[src/rtl/instr_reg_arbiter.sv]
// Write-side arbiter and in-order read sequencer in front of instr_register.
// Define IR_ARB_FIXED_PRIO_EN for fixed lowest-index priority; round-robin otherwise.
module instr_reg_arbiter #(
    parameter int NUM_REQ = 4,
    parameter int OPC_W   = 4,
    parameter int OP_W    = 32,
    parameter int ADDR_W  = 5,
    parameter int IW_W    = 132
) (
    input  logic                      clk,
    input  logic                      reset,
    input  logic [NUM_REQ-1:0]        req_valid,
    input  logic [NUM_REQ*OPC_W-1:0]  req_opcode,
    input  logic [NUM_REQ*OP_W-1:0]   req_operand_a,
    input  logic [NUM_REQ*OP_W-1:0]   req_operand_b,
    output logic [NUM_REQ-1:0]        gnt,
    output logic                      load_en,
    output logic [OPC_W-1:0]          opcode,
    output logic [OP_W-1:0]           operand_a,
    output logic [OP_W-1:0]           operand_b,
    output logic [ADDR_W-1:0]         write_pointer,
    output logic [ADDR_W-1:0]         read_pointer,
    input  logic [IW_W-1:0]           instruction_word,
    input  logic                      rd_req,
    output logic                      rd_valid,
    output logic [IW_W-1:0]           rd_data,
    output logic                      full,
    output logic                      empty
);

    localparam int RR_W  = (NUM_REQ > 1) ? $clog2(NUM_REQ) : 1;
    localparam int OCC_W = ADDR_W + 1;
    localparam logic [OCC_W-1:0] DEPTH = {1'b1, {ADDR_W{1'b0}}};

    logic [NUM_REQ-1:0][OPC_W-1:0] opc_arr;
    logic [NUM_REQ-1:0][OP_W-1:0]  opa_arr;
    logic [NUM_REQ-1:0][OP_W-1:0]  opb_arr;

    assign opc_arr = req_opcode;
    assign opa_arr = req_operand_a;
    assign opb_arr = req_operand_b;

    logic [NUM_REQ-1:0] gnt_raw;
    logic [RR_W-1:0]    gnt_idx;
    logic               found;
    logic               xfer;
    logic               rd_acc;
    logic               full_w;
    logic               empty_w;

    logic               load_en_q,  load_en_d;
    logic [OPC_W-1:0]   opcode_q,   opcode_d;
    logic [OP_W-1:0]    opa_q,      opa_d;
    logic [OP_W-1:0]    opb_q,      opb_d;
    logic [ADDR_W-1:0]  wr_ptr_q,   wr_ptr_d;
    logic [ADDR_W-1:0]  rd_ptr_q,   rd_ptr_d;
    logic [OCC_W-1:0]   occ_q,      occ_d;
    logic               rd_valid_q, rd_valid_d;
    logic [IW_W-1:0]    rd_data_q,  rd_data_d;

`ifdef IR_ARB_FIXED_PRIO_EN
    always_comb begin
        gnt_raw = '0;
        gnt_idx = '0;
        found   = 1'b0;
        for (int i = 0; i < NUM_REQ; i++) begin
            if (!found && req_valid[i]) begin
                gnt_raw[i] = 1'b1;
                gnt_idx    = RR_W'(i);
                found      = 1'b1;
            end
        end
    end
`else
    localparam logic [RR_W:0] NREQ = (RR_W+1)'(NUM_REQ);

    logic [RR_W-1:0] rr_q, rr_d;
    logic [RR_W:0]   cand;

    // Scan requesters starting at the RR pointer, wrapping at NUM_REQ.
    always_comb begin
        gnt_raw = '0;
        gnt_idx = '0;
        found   = 1'b0;
        cand    = '0;
        for (int k = 0; k < NUM_REQ; k++) begin
            cand = {1'b0, rr_q} + (RR_W+1)'(k);
            if (cand >= NREQ) cand = cand - NREQ;
            if (!found && req_valid[cand[RR_W-1:0]]) begin
                gnt_raw[cand[RR_W-1:0]] = 1'b1;
                gnt_idx                 = cand[RR_W-1:0];
                found                   = 1'b1;
            end
        end
    end

    always_comb begin
        rr_d = rr_q;
        if (xfer) rr_d = (gnt_idx == RR_W'(NUM_REQ-1)) ? '0 : gnt_idx + 1'b1;
    end

    always_ff @(posedge clk) begin
        if (reset) rr_q <= '0;
        else       rr_q <= rr_d;
    end
`endif

    // No write bypass when full: a same-cycle read only frees the slot next cycle.
    assign full_w  = (occ_q == DEPTH);
    assign empty_w = ((occ_q - OCC_W'(load_en_q)) == '0);
    assign gnt     = (reset || full_w) ? '0 : gnt_raw;
    assign xfer    = |(req_valid & gnt);
    assign rd_acc  = rd_req & ~empty_w & ~reset;

    always_comb begin
        load_en_d  = xfer;
        opcode_d   = opcode_q;
        opa_d      = opa_q;
        opb_d      = opb_q;
        if (xfer) begin
            opcode_d = opc_arr[gnt_idx];
            opa_d    = opa_arr[gnt_idx];
            opb_d    = opb_arr[gnt_idx];
        end
        wr_ptr_d   = wr_ptr_q + ADDR_W'(load_en_q);
        rd_ptr_d   = rd_ptr_q + ADDR_W'(rd_acc);
        occ_d      = occ_q + OCC_W'(xfer) - OCC_W'(rd_acc);
        rd_valid_d = rd_acc;
        rd_data_d  = rd_acc ? instruction_word : rd_data_q;
    end

    always_ff @(posedge clk) begin
        if (reset) begin
            load_en_q  <= 1'b0;
            opcode_q   <= '0;
            opa_q      <= '0;
            opb_q      <= '0;
            wr_ptr_q   <= '0;
            rd_ptr_q   <= '0;
            occ_q      <= '0;
            rd_valid_q <= 1'b0;
            rd_data_q  <= '0;
        end else begin
            load_en_q  <= load_en_d;
            opcode_q   <= opcode_d;
            opa_q      <= opa_d;
            opb_q      <= opb_d;
            wr_ptr_q   <= wr_ptr_d;
            rd_ptr_q   <= rd_ptr_d;
            occ_q      <= occ_d;
            rd_valid_q <= rd_valid_d;
            rd_data_q  <= rd_data_d;
        end
    end

    // A load still in flight when reset rises must not reach the register file.
    assign load_en       = load_en_q & ~reset;
    assign opcode        = opcode_q;
    assign operand_a     = opa_q;
    assign operand_b     = opb_q;
    assign write_pointer = wr_ptr_q;
    assign read_pointer  = rd_ptr_q;
    assign rd_valid      = rd_valid_q;
    assign rd_data       = rd_data_q;
    assign full          = full_w;
    assign empty         = empty_w;

endmodule

[config.mk]
export PLATFORM = sky130hd
export DESIGN_NAME = instr_reg_arbiter
export DESIGN_NICKNAME = d
export VERILOG_FILES = /design/src/rtl/instr_reg_arbiter.sv
export SDC_FILE = /design/constraint.sdc
export NUM_CORES = 1
export LEC_CHECK = 0
export CAP_MARGIN = 40
export CORE_AREA = 2 2 247 249
export CTS_BUF_LIST = sky130_fd_sc_hd__clkbuf_2
export CTS_CLUSTER_SIZE = 8
export DETAILED_ROUTE_END_ITERATION = 7
export DIE_AREA = 0 0 249 251
export PLACE_DENSITY = 0.44
export SKIP_CTS_REPAIR_TIMING = 1
export SYNTH_ARGS = -nofsm -noshare
export SYNTH_HDL_FRONTEND = slang
export SYNTH_SLANG_ARGS = --single-unit
[constraint.sdc]
create_clock -name clk -period 5.34 [get_ports clk]
set_input_delay 1.602 -clock clk [delete_from_list [all_inputs] [get_ports clk]]
set_output_delay 1.602 -clock clk [all_outputs]
set_load 0.03 [all_outputs]
# == Word level (Yosys, flattened, before mapping) ==
# Index checks and enable logic that the tools add are counted.
# totals
out_inout_bits,218
input_bits,411
regBits,220
wordCells,99
# op_classes
eq_ne,2
n_reduce_logical,13
n_mux,39
bitwise,9
order_cmp,13
addsub,13
# op_table
cell,count
binary-select mux 32 bit (select 2 bit),2
2-to-1 mux 32 bit,2
2-to-1 mux 4 bit,6
2-to-1 mux 2 bit,9
"less-than comparator 2 x 3 -> 1 bit, second input constant",5
bitwise OR 4 bit,3
subtractor 6 x 1 -> 6 bit,2
2-to-1 mux 1 bit,11
adder 5 x 1 -> 5 bit,2
">= comparator 3 bit, second input constant",3
binary-select mux 1 bit (select 2 bit),4
binary-select mux 4 bit (select 2 bit),1
demux 1 bit (select 2 bit),4
">= comparator 2 x 1 -> 1 bit, second input constant",4
"subtractor 2 x 1 -> 2 bit, second input constant",4
logical AND 1 bit,7
"adder 2 x 2 -> 3 bit, second input constant",2
adder 6 x 1 -> 6 bit,1
"equality test 6 bit, second input constant",1
zero test 6 bit,1
AND 4 bit,1
OR reduction 4 bit,1
"adder 2 x 1 -> 3 bit, second input constant",1
AND 1 bit,3
6 further kinds,9

# == Logic depth before layout (Yosys ltp) ==
# logic_depth
ltp_word,19
depth_mapped,21
depth_no_buf,18

# == Least setup slack after synthesis ==
# OpenSTA, ideal clock, no wires.
# synth_path
path_kind,input to output
from,input port req_valid[2]
to,output port gnt[1]
path_buffers,1
t_arrival_ns,3.153
required_ns,3.738
slack_ns,0.585
cell_stages,7
path_cell_list,buf_2 > nand2b_1 > o2bb2ai_1 > nand2_1 > o21ai_0 > nand2_1 > a41oi_1
# synth_between
elab_chain_cells,13
elab_cells_between_ends,25
classes_between,16 x mux; 3 x bitwise; 6 x reduce/logical
# synth_lines
element,line,text
"start, declared",12,"input logic [NUM_REQ-1:0] req_valid,"
binary-select mux 1 bit (select 2 bit),89,if (!found && req_valid[cand[RR_W-1:0]]) begin
2-to-1 mux 1 bit (not written as such),89,
2-to-1 mux 1 bit,89,
zero test 1 bit,89,
logical AND 1 bit,89,
2-to-1 mux 1 bit,89,
zero test 1 bit,89,
logical AND 1 bit,89,
2-to-1 mux 1 bit,89,
zero test 1 bit,89,
logical AND 1 bit,89,
2-to-1 mux 4 bit (*),89,
2-to-1 mux 4 bit (*),111,assign gnt = (reset || full_w) ? '0 : gnt_raw;
"end, declared",16,"output logic [NUM_REQ-1:0] gnt,"
# Mark *: on every way between the ends. The rest lies on a longest branch, timed or not. The select of a mux whose other input is x is not followed.

# == Final worst setup path ==
# layout_path
from,input port req_valid[2]
to,output port gnt[2]
# The elaborated chain is that of the path after synthesis.

==> metrics.json <==
{
  "cells_and_area": {
    "drive_gt1_share_pct": 11.40,
    "design.final.nets": 2280,
    "instances_no_fill": 2677,
    "multi_input_comb_area_um2": 6057,
    "layout.filler_cells": 6303,
    "final_core_utilization_pct": 31.25,
    "layout-area-overhead-vs-synth_pct": 69.70,
    "finalInstanceArea_um2": 18690,
    "area.sequential_um2": 4407
  },
  "synthesis": {
    "synth-seq-area-share_pct": 40.00,
    "yosys.area.top_type": "sky130_fd_sc_hd__dfxtp_1",
    "synthCells": 1217,
    "syn-cell-area_um2": 11010,
    "synth.distinct_cells": 50,
    "synth.ff_latch_count": 220,
    "post_synth_edffs": 0,
    "yosys_most_used_dff": "sky130_fd_sc_hd__dfxtp_1",
    "synth.yosys.warnings": 0,
    "yosys.area.top_type_share_pct": 40.00,
    "synth.area.top_cells": "sky130_fd_sc_hd__dfxtp_1 (40%), sky130_fd_sc_hd__mux2i_1 (19%), sky130_fd_sc_hd__nand2_1 (9.4%)",
    "synthesis.area_per_instance_um2": 9.048,
    "synth_nets": 1652,
    "postSynth.asyncResetShare_pct": 0
  },
  "clock_network": {
    "cts_max_path_buffers": 3,
    "clkTransAtPathRegs_ps": 90,
    "htree_num_levels": 3,
    "cts-buffers-inserted": 69,
    "cts.sinks": 220,
    "worstSkewPairLatency_ps": 960,
    "cts_root_buffer": "sky130_fd_sc_hd__clkbuf_2",
    "tritoncts": "yes"
  },
  "route": {
    "viasPerCell": 4.152,
    "drt_drc_violations_left": 0,
    "detail_route.wirelength_um": 51710,
    "drt_iter0_markers": 368,
    "firstDrtPassIters": 4,
    "drt-wirelength-per-cell_um": 19.32,
    "routed-via-count": 11110,
    "antenna_violating_nets_post_route": 0
  },
  "power_and_ir_drop": {
    "report.power.total_mw": 8.442,
    "leakage_dissipation_nw": 7.370,
    "powerDensity_nw_per_um2": 451.8,
    "ir_worst_vdd_mv": 0.2626
  },
  "worst_hold_path": {
    "min_path_type": "flip-flop to flip-flop"
  },
  "placement": {
    "port_buffers": 628,
    "place.detailed.instances": 2556,
    "hpwlAfterDp_um": 40060,
    "place_ws_ps": 145.3,
    "gp_routability_congestion": 0.9149,
    "postPlaceCellArea_um2": 18060
  },
  "grt": {
    "groute.usage.overall_pct": 16.14,
    "grt_start_max_net_pins": 114,
    "wire_length_of_the_first_global_routing_pass_um": 75450,
    "global_route.overflow_total": 0,
    "antenna_found_initial": 25,
    "grt_pass1_vias": 11620
  },
  "floorplan": {
    "floorplan.die_area_um2": 62500,
    "fp.coreArea_um2": 59790,
    "die_height_um": 251,
    "die_x_um": 249,
    "start_util_pct": 18.42,
    "std_cell_rows": 90,
    "floorplan.io_pins": 629
  },
  "sta": {
    "final.min_clock_period_ps": 5202,
    "fmaxAchievable_mhz": 192.2,
    "worst_clock_skew_ps": 90.27,
    "post-route-worst-setup-slack_ps": 138.1,
    "setup_violation_total_in_the_final_timing_report": 0,
    "slew_viol_final": 0,
    "grt_setup_unrepaired": "false",
    "max_slew_margin_pct": 56.67,
    "timing_worst_slew_pin_value_ps": 648.0,
    "hold_viol": 0,
    "period_share_pct": 97.41
  },
  "critical_path": {
    "cp.arrival_ps": 3600,
    "critPathSlowestCell": "sky130_fd_sc_hd__mux4_2",
    "critPathLaunchType": "input port",
    "timing_worst_setup_path_type": "input port to primary output",
    "path_cells": "clkdlybuf4s50_1 -> mux4_2 -> o31ai_1 -> o21a_1 -> a21oi_1 -> nor2_1 -> buf_4",
    "critical_path_peak_fanout": 11,
    "cp_slowest_stage_delay_ps": 650,
    "timing.critical_path.required_ps": 3740,
    "critPathCaptureType": "primary output"
  },
  "job": {
    "max_cap_violations": 0
  },
  "status": {
    "outcome": "finished, final reports clean"
  }
}
[synth_stat cells, types with 2 or more instances]
cell                       count
sky130_fd_sc_hd__nand2_1     277
sky130_fd_sc_hd__dfxtp_1     220
sky130_fd_sc_hd__mux2i_1     206
sky130_fd_sc_hd__a21oi_1     142
sky130_fd_sc_hd__mux2_2       71
sky130_fd_sc_hd__nand2b_1     70
sky130_fd_sc_hd__clkbuf_1     62
sky130_fd_sc_hd__nor2_1       24
sky130_fd_sc_hd__ha_1         23
sky130_fd_sc_hd__buf_2        15
sky130_fd_sc_hd__inv_1        15
sky130_fd_sc_hd__xnor2_1       9
sky130_fd_sc_hd__buf_12        8
sky130_fd_sc_hd__nor2b_1       7
sky130_fd_sc_hd__nand3_1       6
sky130_fd_sc_hd__nor3_1        6
sky130_fd_sc_hd__a31oi_1       5
sky130_fd_sc_hd__o21ai_0       5
sky130_fd_sc_hd__xor2_1        5
sky130_fd_sc_hd__buf_4         3
sky130_fd_sc_hd__inv_2         3
sky130_fd_sc_hd__o21bai_1      3
sky130_fd_sc_hd__a22oi_1       2
sky130_fd_sc_hd__a41oi_1       2
sky130_fd_sc_hd__buf_6         2
sky130_fd_sc_hd__mux4_2        2
[state kept, by name (all words and copies together) (netlist names), named ones only]
name / count
load_en_q: 1
occ_q: 6
opcode: 4
operand_a: 32
operand_b: 32
rd_data: 132
rd_valid: 1
read_pointer: 5
rr_q: 1
write_pointer: 5
[stage by stage]
stage               hold slack, ps  TNS [ps]
finish                       456.1         0
global route                 472.3         0
CTS                          458.1    -333.6
detailed placement           445.9         0
global placement             441.7         0
floorplan                    567.5         0
[worst max-delay path: cells and delay by family]
family          cells  cell delay (ps)
compound gates      3              500
simple gates        1               90
mux                 1              650
buf+inv             2              760
[where the power goes]
group	leakage, nW	internal (mW)	switching (mW)
registers	1.81	2.05	0.241
logic	5.10	2.16	2.65
clock network	0.451	0.539	0.807
total	7.37	4.75	3.69
[routing by layer]
layer | vias up | track usage (%) | part of all wire [%]
li1 | 5414 | - | -
met1 | 5064 | 15.91 | 36
met2 | 527 | 28.34 | 49
met3 | 103 | 8.211 | 11
met4 | 6 | 7.238 | 3.1
met5 | - | 0.07722 | 0.10
[cell families after synthesis]
logic type	Yosys count	synth area share, %
DFF	220	40.00
AOI/OAI and AO/OA	176	8.885
and+or+nand+nor	395	15.51
muxes	279	26.39
xor gates and xnor gates	14	1.114
adders and majority gates	24	2.795
buffers and inverters	109	5.306
[placed cells by master, fill, tap and decap left out, types with 3 or more instances in the layout]
cell type / Yosys / final
sky130_fd_sc_hd__buf_12: 8 / 7
sky130_fd_sc_hd__nor3_1: 6 / 6
sky130_fd_sc_hd__clkdlybuf4s50_1: 0 / 622
sky130_fd_sc_hd__nor2b_1: 7 / 7
sky130_fd_sc_hd__mux2i_1: 206 / 206
sky130_fd_sc_hd__inv_2: 3 / 3
sky130_fd_sc_hd__dfxtp_1: 220 / 218
sky130_fd_sc_hd__xnor2_1: 9 / 9
sky130_fd_sc_hd__nand2b_1: 70 / 70
sky130_fd_sc_hd__mux2_2: 71 / 71
sky130_fd_sc_hd__a31oi_1: 5 / 5
sky130_fd_sc_hd__ha_1: 23 / 23
sky130_fd_sc_hd__inv_1: 15 / 15
sky130_fd_sc_hd__o21bai_1: 3 / 3
sky130_fd_sc_hd__inv_6: 0 / 3
sky130_fd_sc_hd__clkinv_1: 0 / 8
sky130_fd_sc_hd__o21ai_0: 5 / 5
sky130_fd_sc_hd__nand2_1: 277 / 276
sky130_fd_sc_hd__a21oi_1: 142 / 142
sky130_fd_sc_hd__xor2_1: 5 / 5
sky130_fd_sc_hd__clkbuf_2: 0 / 96
sky130_fd_sc_hd__buf_4: 3 / 15
sky130_fd_sc_hd__nand3_1: 6 / 6
sky130_fd_sc_hd__nor2_1: 24 / 24
sky130_fd_sc_hd__diode_2: 0 / 9
[final timing paths]
check                             startpoint      endpoint  slack [ps]  cells after the start
worst min register to register  rd_data[130]  rd_data[130]         460                      2
worst max-delay path            req_valid[2]        gnt[2]         140                      7
worst max register to register       rr_q[1]      occ_q[5]        1500                     17
worst min-delay path            rd_data[130]  rd_data[130]         460                      2
[final cells by class]
class,count,area share (%)
antenna,9,0.1205
inverter,18,0.3616
sequential,220,23.58
tap,782,5.236
multi-input combinational,888,32.41
timing repair buffer,648,35.09
clock buffer,96,2.571
clock inverter,16,0.6227
(Power assumes the default switching activity.)
==> RTL change: new RTL, same flow settings <==
Take the reset off `opa_q`, `opb_q` and `rd_data_q` and load them in a clocked block of their own.
--- a/src/rtl/instr_reg_arbiter.sv
+++ b/src/rtl/instr_reg_arbiter.sv
@@ -134,22 +134,22 @@
             load_en_q  <= 1'b0;
             opcode_q   <= '0;
-            opa_q      <= '0;
-            opb_q      <= '0;
             wr_ptr_q   <= '0;
             rd_ptr_q   <= '0;
             occ_q      <= '0;
             rd_valid_q <= 1'b0;
-            rd_data_q  <= '0;
         end else begin
             load_en_q  <= load_en_d;
             opcode_q   <= opcode_d;
-            opa_q      <= opa_d;
-            opb_q      <= opb_d;
             wr_ptr_q   <= wr_ptr_d;
             rd_ptr_q   <= rd_ptr_d;
             occ_q      <= occ_d;
             rd_valid_q <= rd_valid_d;
-            rd_data_q  <= rd_data_d;
         end
+    end
+
+    always_ff @(posedge clk) begin
+        opa_q     <= opa_d;
+        opb_q     <= opb_d;
+        rd_data_q <= rd_data_d;
     end
 
Behaviour: differs if reset is asserted again (counterexample within 4 cycles, from zero or initial values and one cycle with reset high); with reset held inactive, the same outputs for 4 cycles.
==> RTL change against the original RTL <==
Synthesized area fell by 11%. Final area fell by 5.1%. Total power fell by 0.89%. Wire length fell by 16%. Clock skew rose by 0.016 ns. Sequential share of layout area rose by 12 points. Worst setup slack improved by 0.063 ns. Combinational power fell by 9.4%. Sequential cell count did not move. Critical path depth did not move. Global-route usage fell by 2.8 points.
==> RTL change: results (changes against the original RTL) <==
[worst_setup_path]
critPathArrivalTime_ns=3.54  ; -0.06 ns
cp_top_family=buffers and inverters
cpMaxStageDelayCell=clkdlybuf4s50_1
worst-path-max-fanout=10  ; -1
slowest_delay_ns=0.60  ; -0.05 ns

[detailed_routing]
drt_iter0_markers=307  ; -17%
vias=9182  ; -17%
drtPass1Iterations=4  ; unchanged
via_per_inst=3.99  ; -3.8%
routedWlPerCell_um=18.9  ; -2.2%

[synth]
synth_cell_types=47  ; -6.0%
syn_inst=796  ; -35%
synth_edf_count=196  ; +196
mappedNetlistNets=1231  ; -25%
ys_seq_area_share_pct=64.8  ; +25 points
synth_area_leaders=edfxtp_1, nand2_1, a211oi_1
synth_warnings=0  ; unchanged
ys_top_cells_by_count=edfxtp_1, nand2_1, and2_1, a211oi_1, a31oi_1

[clock_tree]
clk_path_buf_depth=3  ; unchanged
path_clk_slew_ns=0.10
cts_root_buf=clkbuf_2
h-tree-depth=3  ; unchanged
cts-buffers-inserted=68  ; -1.4%

[sta]
worst_pin_slew_ns=0.860  ; +0.212 ns
fin_skew_ns=0.106  ; +0.0155 ns
fin_crit_sh_pct=96.2  ; -1.2 points

[cells_and_area]
drive_above_1_share_pct=10.2  ; -1.2 points
largest_reg_flops=132  ; unchanged
nets=1902  ; -17%

[global_route]
antenna_found_initial=6  ; -76%
grt_usage_pct=13.3  ; -2.8 points
grt_pass1_wl_um=61400  ; -19%
grt_max_degree=134  ; +18%
grt_pass1_vias=9424  ; -19%

[outcome]
outcome=finished, final reports clean

[pwr]
p_leak_nw=6.31  ; -14%
vdd_drop_max_mv=0.225  ; -14%

[placement]
dp.cells=2179  ; -15%
hpwl_um=34000  ; -15%
post-place-ws_ns=0.204  ; +0.0584 ns
globalplace.congestion=0.841  ; -8.1%

[min_path]
min_path_type=reg2reg

RTL change: cell count changes in the layout (fill, tap and decap cells not counted), moves of 11 or more:
cell      delta
a31oi_1     +60
a211oi_1    +65
nand2_1    -137
a21oi_1    -130
mux2_2      -65
buf_4       +11
nand2b_1    -70
and2_1      +67
edfxtp_1   +196
dfxtp_1    -195
mux2i_1    -205
RTL change: logic make-up (layout without fill, tap and decap cells):
kind of cell               count (synthesis)  count (layout)  synth area share [%]
buffers and inverters                     68             786                  2.98
adders and majority gates                 24              24                  3.13
muxes                                     11              11                  1.45
AOI/OAI and AO/OA                        181             181                  12.8
DFF                                      220             220                  64.8
xor gates and xnor gates                  14              14                  1.25
other                                      0               4                     0
and+or+nand+nor                          278             278                  13.6
RTL change: metal layers:
metal	GRT usage, %	share of wire, %
met1	14.8	40
met2	22.8	49
met3	5.39	9.3
met4	5.02	2.3
met5	0	0.092
RTL change: worst register-to-register path: stages, from the launching register on:
cell	delay [ns]
dfxtp_2	0.55
inv_1	0.14
ha_2	0.49
mux2i_2	0.41
nand4_1	0.18
a32oi_1	0.32
a22o_1	0.30
o41a_2	0.20
buf_4	0.34
buf_4	0.66
RTL change: worst paths after layout:
kind	cells past startpoint	slack [ns]	end	start
max	7	0.20	gnt[3]	req_valid[1]
min	2	0.53	read_pointer[4]$_SDFF_PP0_	read_pointer[4]$_SDFF_PP0_
max reg2reg	9	1.31	operand_a[5]$_DFFE_PN_	rr_q[1]$_SDFFE_PP0N_
min reg2reg	2	0.53	read_pointer[4]$_SDFF_PP0_	read_pointer[4]$_SDFF_PP0_
RTL change: cell type report:
type | instances | area (µm²)
clock buffers | 92 | 460
repair buffers | 654 | 6520
inverters | 15 | 56.3
diodes | 4 | 10.0
fillers | 6216 | 42100
well taps | 782 | 978
multi-input cells | 508 | 3200
clock inverters | 25 | 144
flip-flops and latches | 220 | 6370
RTL change: per-stage QoR:
step           area (µm²)  TNS (ns)
2_1_floorplan        9870    -62.47
4_1_cts             17700    -0.918
6_report            17700         0
3_3_place_gp        17100         0
3_5_place_dp        17100         0
5_1_grt             17700         0
RTL change: where the power goes:
group	leakage [nW]	switching, W	internal (W)
Sequential	2.03	0.000170	0.00252
Combinational	3.83	0.00264	0.00171
Clock	0.443	0.000805	0.000523
